===== src/rtl/psc_trigger_receiver.sv =====
// -----------------------------------------------------------------------------
// psc_trigger_receiver
//   Receive end of the PSC trigger link. Deserialises 10-bit UART-style words
//   (start 0, data[7:0] MSB first, stop 1) from the asynchronous serial line and
//   assembles them into packets of SYNC, CMD, payload and CRC-8 (poly 0x07).
//   A CRC-good packet produces a one-clock pkt_valid pulse. If its CMD equals
//   TRIG_CMD, trigger_out pulses on the same clock.
//
// Ports
//   clk          in   1  system clock
//   reset        in   1  synchronous, active-high
//   psc_input    in   1  asynchronous serial line (idles high)
//   rx_data      out  8  last received byte
//   rx_valid     out  1  1-clk pulse: rx_data updated
//   cmd_out      out  8  CMD byte of last CRC-good packet
//   pkt_valid    out  1  1-clk pulse: CRC-good packet completed
//   trigger_out  out  1  1-clk pulse: CRC-good packet with CMD == TRIG_CMD
//   crc_error    out  1  1-clk pulse: CRC mismatch on the final byte
//   frame_error  out  1  1-clk pulse: bad stop bit, or inter-byte timeout
// -----------------------------------------------------------------------------
module psc_trigger_receiver #(
  parameter int unsigned CLKS_PER_BIT = 5,
  parameter int unsigned PKT_LEN      = 4,
  parameter logic [7:0]  SYNC_BYTE    = 8'hA5,
  parameter logic [7:0]  TRIG_CMD     = 8'h01,
  parameter int unsigned TIMEOUT_CLKS = 600
) (
  input  logic       clk,
  input  logic       reset,
  input  logic       psc_input,
  output logic [7:0] rx_data,
  output logic       rx_valid,
  output logic [7:0] cmd_out,
  output logic       pkt_valid,
  output logic       trigger_out,
  output logic       crc_error,
  output logic       frame_error
);

  localparam int unsigned BCNT_W = $clog2(CLKS_PER_BIT);
  localparam int unsigned IDX_W  = $clog2(PKT_LEN);
  localparam int unsigned TMO_W  = $clog2(TIMEOUT_CLKS + 1);

  localparam logic [BCNT_W-1:0] BCNT_MID  = BCNT_W'(CLKS_PER_BIT / 2);
  localparam logic [BCNT_W-1:0] BCNT_LAST = BCNT_W'(CLKS_PER_BIT - 1);
  localparam logic [IDX_W-1:0]  IDX_CMD   = IDX_W'(1);
  localparam logic [IDX_W-1:0]  IDX_LAST  = IDX_W'(PKT_LEN - 1);
  localparam logic [TMO_W-1:0]  TMO_LAST  = TMO_W'(TIMEOUT_CLKS - 1);

  typedef enum logic [1:0] {
    BIT_IDLE  = 2'd0,
    BIT_START = 2'd1,
    BIT_DATA  = 2'd2,
    BIT_STOP  = 2'd3
  } bit_state_e;

  typedef enum logic {
    PKT_HUNT = 1'b0,
    PKT_BODY = 1'b1
  } pkt_state_e;

  // CRC-8, poly 0x07, MSB first; bytewise form equals bit-serial MSB-first.
  function automatic logic [7:0] crc8_update(input logic [7:0] crc_in,
                                             input logic [7:0] data_in);
    logic [7:0] c;
    c = crc_in ^ data_in;
    for (int i = 0; i < 8; i++) begin
      if (c[7]) begin
        c = {c[6:0], 1'b0} ^ 8'h07;
      end else begin
        c = {c[6:0], 1'b0};
      end
    end
    return c;
  endfunction

  // Line synchroniser; sync3_q is the previous synced sample for edge detect.
  // Reset to 1 so leaving reset never looks like a falling edge.
  logic sync1_q, sync2_q, sync3_q;
  logic fall_s;

  bit_state_e        bit_state_q, bit_state_d;
  logic [BCNT_W-1:0] bcnt_q, bcnt_d;
  logic [2:0]        bit_idx_q, bit_idx_d;
  logic [7:0]        shift_q, shift_d;
  logic [7:0]        rx_data_q, rx_data_d;
  logic              rx_valid_q, rx_valid_d;
  logic              stop_err_s;

  pkt_state_e        pkt_state_q, pkt_state_d;
  logic [IDX_W-1:0]  idx_q, idx_d;
  logic [7:0]        crc_q, crc_d;
  logic [7:0]        cmd_q, cmd_d;
  logic [7:0]        cmd_out_q, cmd_out_d;
  logic              pkt_valid_q, pkt_valid_d;
  logic              trigger_q, trigger_d;
  logic              crc_error_q, crc_error_d;
  logic              frame_error_q, frame_error_d;
  logic [TMO_W-1:0]  tmo_cnt_q, tmo_cnt_d;

  assign fall_s = sync3_q & ~sync2_q;

  // Bit FSM next state: start-bit qualification, mid-bit sampling, stop check.
  always_comb begin
    bit_state_d = bit_state_q;
    bcnt_d      = bcnt_q;
    bit_idx_d   = bit_idx_q;
    shift_d     = shift_q;
    rx_data_d   = rx_data_q;
    rx_valid_d  = 1'b0;
    stop_err_s  = 1'b0;
    case (bit_state_q)
      BIT_IDLE: begin
        bcnt_d = '0;
        if (fall_s) begin
          bit_state_d = BIT_START;
        end else begin
          bit_state_d = BIT_IDLE;
        end
      end
      BIT_START: begin
        if (bcnt_q == BCNT_MID) begin
          bcnt_d = '0;
          if (!sync2_q) begin
            bit_state_d = BIT_DATA;
            bit_idx_d   = 3'd7;
          end else begin
            // Line back high at mid start bit: glitch, silently dropped.
            bit_state_d = BIT_IDLE;
          end
        end else begin
          bcnt_d = bcnt_q + BCNT_W'(1);
        end
      end
      BIT_DATA: begin
        if (bcnt_q == BCNT_LAST) begin
          bcnt_d  = '0;
          shift_d = {shift_q[6:0], sync2_q};
          if (bit_idx_q == 3'd0) begin
            bit_state_d = BIT_STOP;
          end else begin
            bit_idx_d = bit_idx_q - 3'd1;
          end
        end else begin
          bcnt_d = bcnt_q + BCNT_W'(1);
        end
      end
      BIT_STOP: begin
        if (bcnt_q == BCNT_LAST) begin
          bcnt_d      = '0;
          bit_state_d = BIT_IDLE;
          if (sync2_q) begin
            rx_data_d  = shift_q;
            rx_valid_d = 1'b1;
          end else begin
            // Low stop bit: the line is already low, so IDLE waits for the
            // next genuine 1->0 edge rather than taking this as a start bit.
            stop_err_s = 1'b1;
          end
        end else begin
          bcnt_d = bcnt_q + BCNT_W'(1);
        end
      end
      default: begin
        bit_state_d = BIT_IDLE;
        bcnt_d      = '0;
      end
    endcase
  end

  // Packet FSM next state: fed by rx_valid_q, so packet pulses trail it by 1 clk.
  always_comb begin
    pkt_state_d   = pkt_state_q;
    idx_d         = idx_q;
    crc_d         = crc_q;
    cmd_d         = cmd_q;
    cmd_out_d     = cmd_out_q;
    pkt_valid_d   = 1'b0;
    trigger_d     = 1'b0;
    crc_error_d   = 1'b0;
    frame_error_d = 1'b0;
    tmo_cnt_d     = tmo_cnt_q;
    case (pkt_state_q)
      PKT_HUNT: begin
        tmo_cnt_d = '0;
        if (rx_valid_q && (rx_data_q == SYNC_BYTE)) begin
          pkt_state_d = PKT_BODY;
          idx_d       = IDX_CMD;
          crc_d       = crc8_update(8'h00, SYNC_BYTE);
        end else begin
          pkt_state_d = PKT_HUNT;
        end
      end
      PKT_BODY: begin
        // A completing byte takes priority over a timeout on the same clock.
        if (rx_valid_q) begin
          tmo_cnt_d = '0;
          if (idx_q == IDX_LAST) begin
            if (rx_data_q == crc_q) begin
              pkt_valid_d = 1'b1;
              cmd_out_d   = cmd_q;
              trigger_d   = (cmd_q == TRIG_CMD);
            end else begin
              crc_error_d = 1'b1;
            end
            pkt_state_d = PKT_HUNT;
            idx_d       = '0;
            crc_d       = 8'h00;
          end else begin
            crc_d = crc8_update(crc_q, rx_data_q);
            if (idx_q == IDX_CMD) begin
              cmd_d = rx_data_q;
            end else begin
              cmd_d = cmd_q;
            end
            idx_d = idx_q + IDX_W'(1);
          end
        end else if (tmo_cnt_q == TMO_LAST) begin
          frame_error_d = 1'b1;
          pkt_state_d   = PKT_HUNT;
          idx_d         = '0;
          crc_d         = 8'h00;
          tmo_cnt_d     = '0;
        end else begin
          tmo_cnt_d = tmo_cnt_q + TMO_W'(1);
        end
      end
      default: begin
        pkt_state_d = PKT_HUNT;
        idx_d       = '0;
        crc_d       = 8'h00;
        tmo_cnt_d   = '0;
      end
    endcase
    // A bad stop bit aborts whatever packet was in progress.
    if (stop_err_s) begin
      frame_error_d = 1'b1;
      pkt_state_d   = PKT_HUNT;
      idx_d         = '0;
      crc_d         = 8'h00;
      tmo_cnt_d     = '0;
    end else begin
      frame_error_d = frame_error_d;
    end
  end

  // State and output registers with synchronous reset.
  always_ff @(posedge clk) begin
    if (reset) begin
      sync1_q       <= 1'b1;
      sync2_q       <= 1'b1;
      sync3_q       <= 1'b1;
      bit_state_q   <= BIT_IDLE;
      bcnt_q        <= '0;
      bit_idx_q     <= 3'd0;
      shift_q       <= 8'h00;
      rx_data_q     <= 8'h00;
      rx_valid_q    <= 1'b0;
      pkt_state_q   <= PKT_HUNT;
      idx_q         <= '0;
      crc_q         <= 8'h00;
      cmd_q         <= 8'h00;
      cmd_out_q     <= 8'h00;
      pkt_valid_q   <= 1'b0;
      trigger_q     <= 1'b0;
      crc_error_q   <= 1'b0;
      frame_error_q <= 1'b0;
      tmo_cnt_q     <= '0;
    end else begin
      sync1_q       <= psc_input;
      sync2_q       <= sync1_q;
      sync3_q       <= sync2_q;
      bit_state_q   <= bit_state_d;
      bcnt_q        <= bcnt_d;
      bit_idx_q     <= bit_idx_d;
      shift_q       <= shift_d;
      rx_data_q     <= rx_data_d;
      rx_valid_q    <= rx_valid_d;
      pkt_state_q   <= pkt_state_d;
      idx_q         <= idx_d;
      crc_q         <= crc_d;
      cmd_q         <= cmd_d;
      cmd_out_q     <= cmd_out_d;
      pkt_valid_q   <= pkt_valid_d;
      trigger_q     <= trigger_d;
      crc_error_q   <= crc_error_d;
      frame_error_q <= frame_error_d;
      tmo_cnt_q     <= tmo_cnt_d;
    end
  end

  assign rx_data     = rx_data_q;
  assign rx_valid    = rx_valid_q;
  assign cmd_out     = cmd_out_q;
  assign pkt_valid   = pkt_valid_q;
  assign trigger_out = trigger_q;
  assign crc_error   = crc_error_q;
  assign frame_error = frame_error_q;

endmodule

===== config.mk =====
export PLATFORM = sky130hd
export DESIGN_NAME = psc_trigger_receiver
export DESIGN_NICKNAME = d
export VERILOG_FILES = /design/src/rtl/psc_trigger_receiver.sv
export SDC_FILE = /design/constraint.sdc
export NUM_CORES = 1
export LEC_CHECK = 0
export ABC_AREA = 0
export CAP_MARGIN = 20
export CORE_MARGIN = 2
export CORE_UTILIZATION = 45
export CTS_BUF_LIST = sky130_fd_sc_hd__clkbuf_4 sky130_fd_sc_hd__clkbuf_8 sky130_fd_sc_hd__clkbuf_16
export DETAILED_ROUTE_END_ITERATION = 6
export PLACE_DENSITY = 0.63
export SLEW_MARGIN = 5
export SYNTH_ARGS = -nofsm -noshare
export SYNTH_HDL_FRONTEND = slang
export SYNTH_SLANG_ARGS = --single-unit

===== constraint.sdc =====
create_clock -name clk -period 1.9 [get_ports clk]
set_input_delay 0.19 -clock clk [delete_from_list [all_inputs] [get_ports clk]]
set_output_delay 0.19 -clock clk [all_outputs]
set_load 0.01 [all_outputs]

==> impl_metrics.tcl, run 1 <==
set metrics [dict create \
    dieArea_mm2 0.00725 \
    drt-wirelength-per-cell_um 12.9 \
    timing.fmax_ghz 0.569 \
    grtUsageMet3_pct 3.50 \
    layer_with_the_highest_usage_after_global_routing "met2" \
    tns_ns 0 \
    post_synth_instance_area_mm2 0.00297 \
    clock_tree.root_cell "sky130_fd_sc_hd__clkbuf_8" \
    insertion_delay_ns 0.34 \
    die_width_um 85.2 \
    hold_viol_final 0 \
    initial_core_util_pct 46.7 \
    insertedDiodeCount 0 \
    max-slew-margin-rel_pct 67.3 \
    global_route.usage.total_pct 17.1 \
    synth_top_cell_by_area "sky130_fd_sc_hd__dfxtp_1" \
    synth.top_cells.by_count "sky130_fd_sc_hd__dfxtp_1, sky130_fd_sc_hd__nor2_1, sky130_fd_sc_hd__nand2_1" \
    hold-path-cell-count 1 \
    dpl-instance-area_mm2 0.00340 \
    route.final.wire_length_um 5800 \
    grtUsageMet2_pct 25.7 \
    clkTransAtPathRegs_ns 0.08 \
    slew_viol_final 0 \
    yosys_most_used_dff "sky130_fd_sc_hd__dfxtp_1" \
    avgViaCountPerCell 5.03 \
    setup-violations-final 0 \
    clk_path_buf_depth 2 \
    first_global_vias 2092 \
    drc 0 \
    place.detailed.instances 433 \
    layout-drive-gt1-share_pct 12.6 \
    route.vias.total 2259 \
    postCtsHoldBufs 0 \
    synth_sequential_area_ratio_pct 46.6 \
    fin_crit_sh_pct 92.5 \
    post-dp-hpwl_um 4170 \
    ioPinCount 24 \
    core_mm2 0.00635 \
    dr.pass1.iters 4 \
    mappedNetlistNets 338 \
    flow.area_growth_from_synthesis_pct 22.9 \
    cts_buffers 9 \
    ys.warnings.count 0 \
    post_synth_inst_count 326 \
    cp_cell_sequence "ha_1 -> nand4b_1 -> o41a_1 -> or2_4 -> a22oi_1 -> nor2_1" \
    critPathLaunchType "flip-flop" \
    finish.net_count 379 \
    tritoncts "built" \
    critical_path.max_stage_delay_ns 0.43 \
    rr_worst_depth 6 \
    utilization_pct 57.4 \
    p_leak_nw 1.32 \
    num-fill-cells 567 \
    synth_top_area_share_pct 46.6 \
    floorplan.die.height_um 85.2 \
    cts_repair_resize_count 1 \
    power.ir.vdd_worst_mv 0.414 \
    pwr_density_cell_mw_per_mm2 784 \
    critical-path-top-delay-family "compound AO/OA/AOI/OAI gates" \
    synth-seq-cells 69 \
    min-delay-start "sync1_q$_SDFF_PP1_" \
    reg2reg_slack_ns 0.14 \
    maxCapViolCount 0 \
    place.port_buffers 23 \
    cts_sink_cnt 69 \
    critPathBufInv 0 \
    arrival_ns 1.99 \
    drt-initial-drc-count 75 \
    post-synth-top-count-cell "sky130_fd_sc_hd__dfxtp_1" \
    worstReg2RegEnd "crc_q[0]$_SDFFE_PP0P_" \
    critPathKind "flip-flop to flip-flop" \
    antenna_found_initial 0 \
    post_cts.repair.setup_buffers 0 \
    finish.instance_area_mm2 0.00364 \
    setup_repair_after_global_routing_missed_its_margin "false" \
    grt_pass1_wl_um 9830 \
    crit_path_max_fanout 8 \
    rows 29 \
    r2r_start "tmo_cnt_q[0]$_SDFF_PP0_" \
    maximum_number_of_pins_on_one_net_before_global_route_repair 24 \
    period_minus_slack_ns 1.76 \
    synthDistinctLibCells 42 \
    share_of_synthesized_registers_carrying_an_async_set_or_reset_pct 0 \
    finalClockSkew_ns 0.00843 \
    cpMaxStageDelayCell "sky130_fd_sc_hd__o41a_1" \
    hold_path.class "flip-flop to flip-flop" \
    hold-path-endpoint "sync2_q$_SDFF_PP1_" \
    htree_levels 3 \
    grt_remaining_overflow 0 \
    grt.met1_usage_pct 23.5 \
    outcome "finished, final reports clean" \
    required_ns 2.13 \
    post_synth_main_area_contributors "sky130_fd_sc_hd__dfxtp_1, sky130_fd_sc_hd__nor2_1, sky130_fd_sc_hd__mux2i_1" \
    gp_routability_congestion 0.815 \
    postRouteAntennaNets 0 \
    avgSynthCellArea_um2 9.10 \
    synth_edf_count 0 \
    count_of_non_filler_cells_in_the_finished_layout 449 \
    worst_pin_slew_ns 0.489 \
    worst_setup_path_end_kind "flip-flop" \
]
[how the worst max path moves through the flow]
stage	start	end	cells after the start
after floorplan	rx_data[3]$_SDFFE_PP0P_	cmd_out[7]$_SDFFE_PP0P_	6
after global placement	bcnt_q[0]$_SDFF_PP0_	tmo_cnt_q[7]$_SDFF_PP0_	7
after detailed placement	bcnt_q[0]$_SDFF_PP0_	tmo_cnt_q[8]$_SDFF_PP0_	7
after CTS	tmo_cnt_q[0]$_SDFF_PP0_	crc_q[0]$_SDFFE_PP0P_	6
after global routing	bcnt_q[0]$_SDFF_PP0_	tmo_cnt_q[4]$_SDFF_PP0_	7
final	tmo_cnt_q[0]$_SDFF_PP0_	crc_q[0]$_SDFFE_PP0P_	6
[cell type report]
class | count | area, um^2 | area share [%]
tap | 77 | 96.3 | 2.64
clock buffer | 10 | 138 | 3.78
multi-input combinational | 235 | 1510 | 41.5
timing repair buffer | 42 | 385 | 10.6
inverter | 10 | 37.5 | 1.03
clock inverter | 6 | 93.8 | 2.58
sequential | 69 | 1380 | 37.9
[worst register-to-register path: stages, from the launching register on]
cell and delay [ns]:
sky130_fd_sc_hd__dfxtp_1 0.35, sky130_fd_sc_hd__ha_1 0.20, sky130_fd_sc_hd__nand4b_1 0.12, sky130_fd_sc_hd__o41a_1 0.43, sky130_fd_sc_hd__or2_4 0.31, sky130_fd_sc_hd__a22oi_1 0.19, sky130_fd_sc_hd__nor2_1 0.05
[stage by stage]
stage	worst slack (ns)	hold slack, ns	power, mW
6_report	0.143	0.411	2.86
5_1_grt	0.00566	0.423	2.97
4_1_cts	0.0703	0.401	2.89
3_5_place_dp	0.0232	0.397	1.53
3_3_place_gp	0.0660	0.399	1.53
2_1_floorplan	0.102	0.294	1.51
[registers in the layout, indices dropped and copies added, names as in the netlist, 2 cells and up, named ones only]
| name | flops |
|---|---|
| tmo_cnt_q | 10 |
| cmd_out | 8 |
| cmd_q | 8 |
| crc_q | 8 |
| rx_data | 8 |
| shift_q | 8 |
| bcnt_q | 3 |
| bit_idx_q | 3 |
| idx_q | 2 |
[metal layers]
layer | vias up | wire length, um
met2 | 24 | 2690
li1 | 1192 | -
met3 | 11 | 118
met5 | - | 0
met4 | 0 | 106
met1 | 1032 | 2890
[logic make-up after synthesis]
logic type      count (synthesis)  synth area share [%]
compound gates                 42                  8.78
flops                          69                  46.6
fa+ha+maj                       9                  3.80
xor+xnor                       30                  10.3
simple gates                  137                  21.9
mux                            17                  5.74
buf+inv                        22                  2.91
[where the power goes]
part           total [mW]  internal (mW)  switching, mW
logic              0.0435         0.0168         0.0267
registers            1.45           1.45        0.00166
clock network        1.36          0.786          0.577
[layout by cell type (no fill, tap or decap), types with 2 or more instances in the layout]
cell	count
sky130_fd_sc_hd__xnor2_2	5
sky130_fd_sc_hd__ha_1	9
sky130_fd_sc_hd__xnor2_1	16
sky130_fd_sc_hd__nor4_1	3
sky130_fd_sc_hd__xor2_1	8
sky130_fd_sc_hd__a21oi_1	22
sky130_fd_sc_hd__a211oi_1	4
sky130_fd_sc_hd__nand4bb_1	2
sky130_fd_sc_hd__buf_4	18
sky130_fd_sc_hd__a21o_1	3
sky130_fd_sc_hd__a31oi_1	2
sky130_fd_sc_hd__nor2_1	48
sky130_fd_sc_hd__clkbuf_8	10
sky130_fd_sc_hd__mux2i_1	17
sky130_fd_sc_hd__a22oi_1	3
sky130_fd_sc_hd__and3_1	5
sky130_fd_sc_hd__nand2b_1	3
sky130_fd_sc_hd__dfxtp_1	69
sky130_fd_sc_hd__nand2_1	42
sky130_fd_sc_hd__inv_6	2
sky130_fd_sc_hd__o21ai_0	2
sky130_fd_sc_hd__and2_1	3
sky130_fd_sc_hd__clkdlybuf4s50_1	23
sky130_fd_sc_hd__nand3_1	8
sky130_fd_sc_hd__nor3_1	8
sky130_fd_sc_hd__inv_1	10
sky130_fd_sc_hd__or2_2	3
sky130_fd_sc_hd__bufinv_16	2
Note: power is estimated with default switching activity, not from simulation.
==> run 2: changes to the inputs <==
- CTS_CLUSTER_DIAMETER: default -> 100
==> results of run 2 <==
Same layout as run 1: the final DEF is identical, and so are final timing and power.
